<file path="src/rtl/flag_pkg.sv">
// Shared constants for the flag unit: flag bit positions, opcodes and the
// per-opcode flag update mask.
package flag_pkg;

   localparam int FLAG_Z = 0;
   localparam int FLAG_O = 1;
   localparam int FLAG_N = 2;
   localparam int FLAG_C = 3;

   localparam int unsigned OP_ADD  = 32'h00;
   localparam int unsigned OP_SUB  = 32'h01;
   localparam int unsigned OP_ADDI = 32'h02;
   localparam int unsigned OP_AND  = 32'h03;
   localparam int unsigned OP_OR   = 32'h04;
   localparam int unsigned OP_XOR  = 32'h05;
   localparam int unsigned OP_NOT  = 32'h06;
   localparam int unsigned OP_INV  = 32'h07;
   localparam int unsigned OP_ROR  = 32'h08;
   localparam int unsigned OP_ROL  = 32'h09;
   localparam int unsigned OP_SHR  = 32'h0A;
   localparam int unsigned OP_SHL  = 32'h0B;
   localparam int unsigned OP_LDIF = 32'h19;
   localparam int unsigned OP_MOVF = 32'h1A;

   // LDIF, MOVF and unlisted opcodes return an empty mask; the caller handles them.
   function automatic logic [31:0] upd_mask(input logic [31:0] op, input int flag_w);
      logic [31:0] m;
      m = '0;
      if (op <= OP_ADDI) begin
         m[FLAG_C] = 1'b1;
         m[FLAG_N] = 1'b1;
         m[FLAG_O] = 1'b1;
         m[FLAG_Z] = 1'b1;
      end else if (op <= OP_INV) begin
         m[FLAG_N] = 1'b1;
         m[FLAG_Z] = 1'b1;
      end else if (op <= OP_SHL) begin
         m[FLAG_C] = 1'b1;
         m[FLAG_N] = 1'b1;
         m[FLAG_Z] = 1'b1;
      end
      if (flag_w < 32) m = m & ((32'd1 << flag_w) - 32'd1);
      return m;
   endfunction

endpackage

</file>
<file path="src/rtl/flag_unit_stack.sv">
// LIFO context stack for the flag word: push, pop, or swap (push+pop with a
// non-empty stack replaces the top entry). Entries are not reset.
module flag_stack #(
   parameter int FLAG_W = 8,
   parameter int DEPTH  = 4
) (
   input  logic                       clk,
   input  logic                       rst,
   input  logic                       push,
   input  logic                       pop,
   input  logic [FLAG_W-1:0]          din,
   output logic [FLAG_W-1:0]          top,
   output logic [$clog2(DEPTH+1)-1:0] depth,
   output logic                       full,
   output logic                       empty
);

   localparam int DW = $clog2(DEPTH + 1);
   localparam int AW = (DEPTH > 1) ? $clog2(DEPTH) : 1;

   logic [FLAG_W-1:0] mem_q [DEPTH];
   logic [FLAG_W-1:0] mem_d [DEPTH];
   logic [DW-1:0]     depth_q, depth_d;
   logic [AW-1:0]     wr_idx, top_idx;

   assign full    = (depth_q == DW'(DEPTH));
   assign empty   = (depth_q == '0);
   assign depth   = depth_q;
   assign wr_idx  = AW'(depth_q);
   assign top_idx = AW'(depth_q - DW'(1));
   assign top     = empty ? '0 : mem_q[top_idx];

   always_comb begin
      mem_d   = mem_q;
      depth_d = depth_q;
      if (push && pop && !empty) begin
         mem_d[top_idx] = din;
      end else if (push) begin
         // an empty stack turns push+pop into a plain push
         if (!full) begin
            mem_d[wr_idx] = din;
            depth_d       = depth_q + DW'(1);
         end
      end else if (pop && !empty) begin
         depth_d = depth_q - DW'(1);
      end
   end

   always_ff @(posedge clk) begin
      if (rst) depth_q <= '0;
      else     depth_q <= depth_d;
   end

   always_ff @(posedge clk) begin
      mem_q <= mem_d;
   end

endmodule

</file>
<file path="src/rtl/flag_unit.sv">
// Architectural flag register: merges ALU flags under opcode masks, executes
// LDIF/MOVF, and saves/restores the flag word through a context stack.
module flag_unit
   import flag_pkg::*;
#(
   parameter int FLAG_W = 8,
   parameter int OPC_W  = 5,
   parameter int DEPTH  = 4,
   parameter int A_BIT  = 5
) (
   input  logic                        clk,
   input  logic                        rst,
   input  logic [FLAG_W-1:0]           f,
   input  logic [OPC_W-1:0]            op,
   input  logic                        op_valid,
   input  logic [$clog2(FLAG_W)-1:0]   sel,
   input  logic                        val,
   input  logic                        push,
   input  logic                        pop,
   input  logic                        err_clr,
   output logic [FLAG_W-1:0]           q,
   output logic [$clog2(DEPTH+1)-1:0]  depth,
   output logic                        full,
   output logic                        empty,
   output logic                        err_ovf,
   output logic                        err_udf
);

   localparam logic [FLAG_W-1:0] A_MASK = FLAG_W'(1) << A_BIT;

   logic [FLAG_W-1:0] q_q, q_d;
   logic [FLAG_W-1:0] top, f_upd, mask;
   logic [31:0]       op_ext, m32;
   logic              ovf_q, ovf_d, udf_q, udf_d;
   logic              pop_hit, ovf_set, udf_set;

   flag_stack #(
      .FLAG_W (FLAG_W),
      .DEPTH  (DEPTH)
   ) u_stack (
      .clk   (clk),
      .rst   (rst),
      .push  (push),
      .pop   (pop),
      .din   (q_q),
      .top   (top),
      .depth (depth),
      .full  (full),
      .empty (empty)
   );

   always_comb begin
      op_ext = 32'(op);
      m32    = upd_mask(op_ext, FLAG_W);
      mask   = m32[FLAG_W-1:0];
      f_upd  = q_q;
      if (op_valid) begin
         if (op_ext == OP_LDIF) begin
            // the top bit is reserved and A is hard-wired, so LDIF skips both
            if (int'(sel) != A_BIT && int'(sel) < FLAG_W - 1) f_upd[sel] = val;
         end else if (op_ext == OP_MOVF) begin
            if (!val) f_upd = f;
         end else begin
            f_upd = (q_q & ~mask) | (f & mask);
         end
      end

      // a successful pop (or swap) restores from the stack and drops the op
      pop_hit = pop & ~empty;
      q_d     = (pop_hit ? top : f_upd) | A_MASK;

      ovf_set = push & ~pop & full;
      udf_set = pop & ~push & empty;
      ovf_d   = ovf_set | (ovf_q & ~err_clr);
      udf_d   = udf_set | (udf_q & ~err_clr);
   end

   always_ff @(posedge clk) begin
      if (rst) begin
         q_q   <= A_MASK;
         ovf_q <= 1'b0;
         udf_q <= 1'b0;
      end else begin
         q_q   <= q_d;
         ovf_q <= ovf_d;
         udf_q <= udf_d;
      end
   end

   assign q       = q_q;
   assign err_ovf = ovf_q;
   assign err_udf = udf_q;

endmodule

</file>
<file path="config.mk">
export PLATFORM = sky130hd
export DESIGN_NAME = flag_unit
export DESIGN_NICKNAME = d
export VERILOG_FILES = /design/src/rtl/flag_pkg.sv /design/src/rtl/flag_unit_stack.sv /design/src/rtl/flag_unit.sv
export SDC_FILE = /design/constraint.sdc
export NUM_CORES = 1
export LEC_CHECK = 0
export ABC_AREA = 1
export CORE_AREA = 2 2 71 73
export CTS_CLUSTER_DIAMETER = 40
export DETAILED_ROUTE_END_ITERATION = 16
export DIE_AREA = 0 0 73 75
export GPL_TIMING_DRIVEN = 0
export PLACE_DENSITY = 0.79
export SLEW_MARGIN = 30
export SYNTH_ARGS = -nofsm -noshare
export SYNTH_HDL_FRONTEND = slang
export SYNTH_SLANG_ARGS = --single-unit
</file>
<file path="constraint.sdc">
create_clock -name clk -period 3.34 [get_ports clk]
set_input_delay 0.334 -clock clk [delete_from_list [all_inputs] [get_ports clk]]
set_output_delay 0.334 -clock clk [all_outputs]
set_load 0.005 [all_outputs]
</file>
==> qor.csv <==
metric,value,unit
number_of_synthesized_flops_with_an_enable_pin,28,
synthDominantCellAreaShare,33.87,%
finalCriticalPeriod,3.049,ns
syn-cell-area,0.002482,mm²
fill_cells,429,
antenna_found_initial,0,
post_drt_wl_per_cell,12.79,µm
latest_clock_arrival_within_the_worst_skew_pair,0.29,ns
clock-root-buffer,clkbuf_8,
syn2layout_area_growth,20.46,%
place.port_buffers,35,
ioPinCount,38,
timing.critical_path.from_type,flop,
worst-slew-pin-transition,0.6628,ns
ir_worst_vdd,301.5,µV
synth_sequential_area_ratio,43.55,%
grt_pass1_wl,9039,µm
synth_area_per_cell,7.410,µm²
cts-resized-gates,0,
ys_dominant_reg_cell,edfxtp_1,
finalWirelength,5524,µm
worst_setup_path_type,flop to flop,
dr_total_vias,2268,
ys_warn_count,0,
finalSetupViolCount,0,
finalClockSkew,0.006731,ns
drt_iter0_drc,136,
ys_seq_elements,40,
post-dp-hpwl,4324,µm
ys_async_sr_fraction,0,%
syn-instance-count,335,
power_per_cell_area,526.0,mW/mm²
biggest_area_consumer_among_synthesized_cells,edfxtp_1,
worst-endpoint-arrival,2.97,ns
final-hold-violation-count,0,
relSlewSlack,55.51,%
grt_pass1_vias,2029,
final_layout_size_suffix_gt1_share,8.995,%
drv_cap,0,
num_rows,25,
cts_setup_buffers,0,
clkSinkCount,40,
outcome,finished clean,
cts.htree.levels,2,
min_delay_path_depth,2,
clock_path_buffers,2,
leakagePower,0.001282,µW
fin_crit_sh,91.28,%
die_y,75,µm
nNetsFinal,407,
die_w,73,µm
worst_path_required_time,3.27,ns
fin_setup_tns,0,ns
dieArea,0.005475,mm²
cts_hold_buffers,0,
post_drt_via_cell_ratio,5.250,
grt_start_max_net_pins,14,
place_congestion,0.8860,
initial_core_utilization,53.26,%
count_of_nets_left_with_antenna_violations_after_detail_routing,0,
core_region_area,0.004661,mm²
timing_max_transition_violations_final,0,
drc,0,
grt_overflow,0,
drt_pre_antenna_iters,4,
globalRouteTotalUtil,21.94,%
clock_tree_from_tritoncts,built,
timing.hold.worst.class,flop to flop,
synth_cell_type_count,29,
timing.critical_path.to_type,flop,
cts_buffers,5,
syn_nets,365,
peak_fanout_along_the_critical_path,12,
grt_setup_unrepaired,no,
max_frequency,328.0,MHz
cts.clk_slew.worst_paths,0.07,ns
post-layout-total-power,1573,µW
num_antenna_cells,0,
worst_r2r_path_depth,10,
synth_area_leaders,"edfxtp_1, nand2_1, nor2_1",
## metal layers
metal	share of wire, %	up-vias	GRT usage [%]
met5	0	-	0
met4	1.4	0	7.819
met3	4.2	6	4.284
met2	50	52	38.54
met1	44	1049	26.95
li1	-	1161	-
## cells in the mapped netlist (2+ instances only)
master	count
nor2_4	3
inv_1	35
nand2_1	82
nand2_2	3
o211ai_1	2
nand3_1	35
nand3_2	2
buf_2	3
a21oi_1	8
edfxtp_1	28
dfxtp_1	12
o22ai_1	4
a21oi_2	2
o21ai_1	2
o21ai_0	17
ha_1	7
nand2_4	3
inv_2	3
nor2_2	3
nor2_1	72
## layout make-up
class,count,area [µm²],share of cell area [%]
Multi-Input combinational cell,251,1224,40.92
Clock inverter,3,18.77,0.6276
Tap cell,54,67.56,2.259
Clock buffer,5,68.82,2.301
Buffer,5,33.78,1.130
Sequential cell,40,1081,36.15
Timing Repair Buffer,35,350.3,11.72
Inverter,39,146.4,4.895
## placed cells by master, fill, tap and decap left out, types with 3 or more instances in the layout
cell type | netlist | final
o21ai_0 | 17 | 17
nand2_1 | 82 | 82
inv_1 | 35 | 35
buf_2 | 3 | 3
dfxtp_1 | 12 | 12
nor2_2 | 3 | 4
nor2_1 | 72 | 71
ha_1 | 7 | 7
clkbuf_8 | 0 | 5
nand3_1 | 35 | 35
a21oi_1 | 8 | 8
nand2_4 | 3 | 3
o22ai_1 | 4 | 4
inv_2 | 3 | 3
edfxtp_1 | 28 | 28
nor2_4 | 3 | 3
clkdlybuf4s50_1 | 0 | 35
nand2_2 | 3 | 3
## final timing paths
check / start / endpoint / slack (ns)
max reg2reg: u_stack.depth[0]$_SDFFE_PP0P_ / u_stack.mem_q[31]$_DFFE_PP_ / 0.29
min: err_udf$_SDFF_PP0_ / err_udf$_SDFF_PP0_ / 0.47
max: u_stack.depth[0]$_SDFFE_PP0P_ / u_stack.mem_q[31]$_DFFE_PP_ / 0.29
min reg2reg: err_udf$_SDFF_PP0_ / err_udf$_SDFF_PP0_ / 0.47
## where the power goes
group          total (µW)  internal [µW]  switching [µW]
Clock                 309            144             165
Combinational         609            232             377
Sequential            655            616            39.5
Total                1570            991             582
## cell families after synthesis
group                      after synthesis  share of synthesized area, %
and+or+nand+nor                        206                         36.49
AOI/OAI and AO/OA                       35                         7.762
buffers and inverters                   44                         7.258
other                                    1                        0.1511
DFF                                     40                         43.55
adders and majority gates                7                         3.528
muxes                                    1                        0.9072
xor gates and xnor gates                 1                        0.3529
## through the flow
stage | hold slack (ns) | worst slack (ns) | cell area (µm²) | std cells | util, %
2_1_floorplan | 0.4031 | 0.9268 | 2482 | 335 | -
3_3_place_gp | 0.4510 | 0.3319 | 2900 | 424 | 62.23
3_5_place_dp | 0.4627 | 0.2440 | 2900 | 424 | 62.23
4_1_cts | 0.4761 | 0.2232 | 2988 | 432 | 64.11
5_1_grt | 0.5045 | 0.07912 | 2990 | 432 | 64.16
6_report | 0.4696 | 0.2912 | 2990 | 432 | 64.16
## registers in the layout, indices dropped and copies added (netlist names)
register and flops:
u_stack.mem_q 28, err_ovf 1, q 7, err_udf 1
u_stack.depth 3
## worst max-delay path, cell delays in order (launching register included)
cell and delay, ns:
dfxtp_1 0.62, inv_1 0.26, buf_2 0.27, ha_1 0.31
nand2_2 0.12, nand2_4 0.08, inv_2 0.08, nand2_2 0.14
nand2_1 0.09, o21ai_1 0.19, nor2_1 0.51
Note: power is estimated with default switching activity, not from simulation.
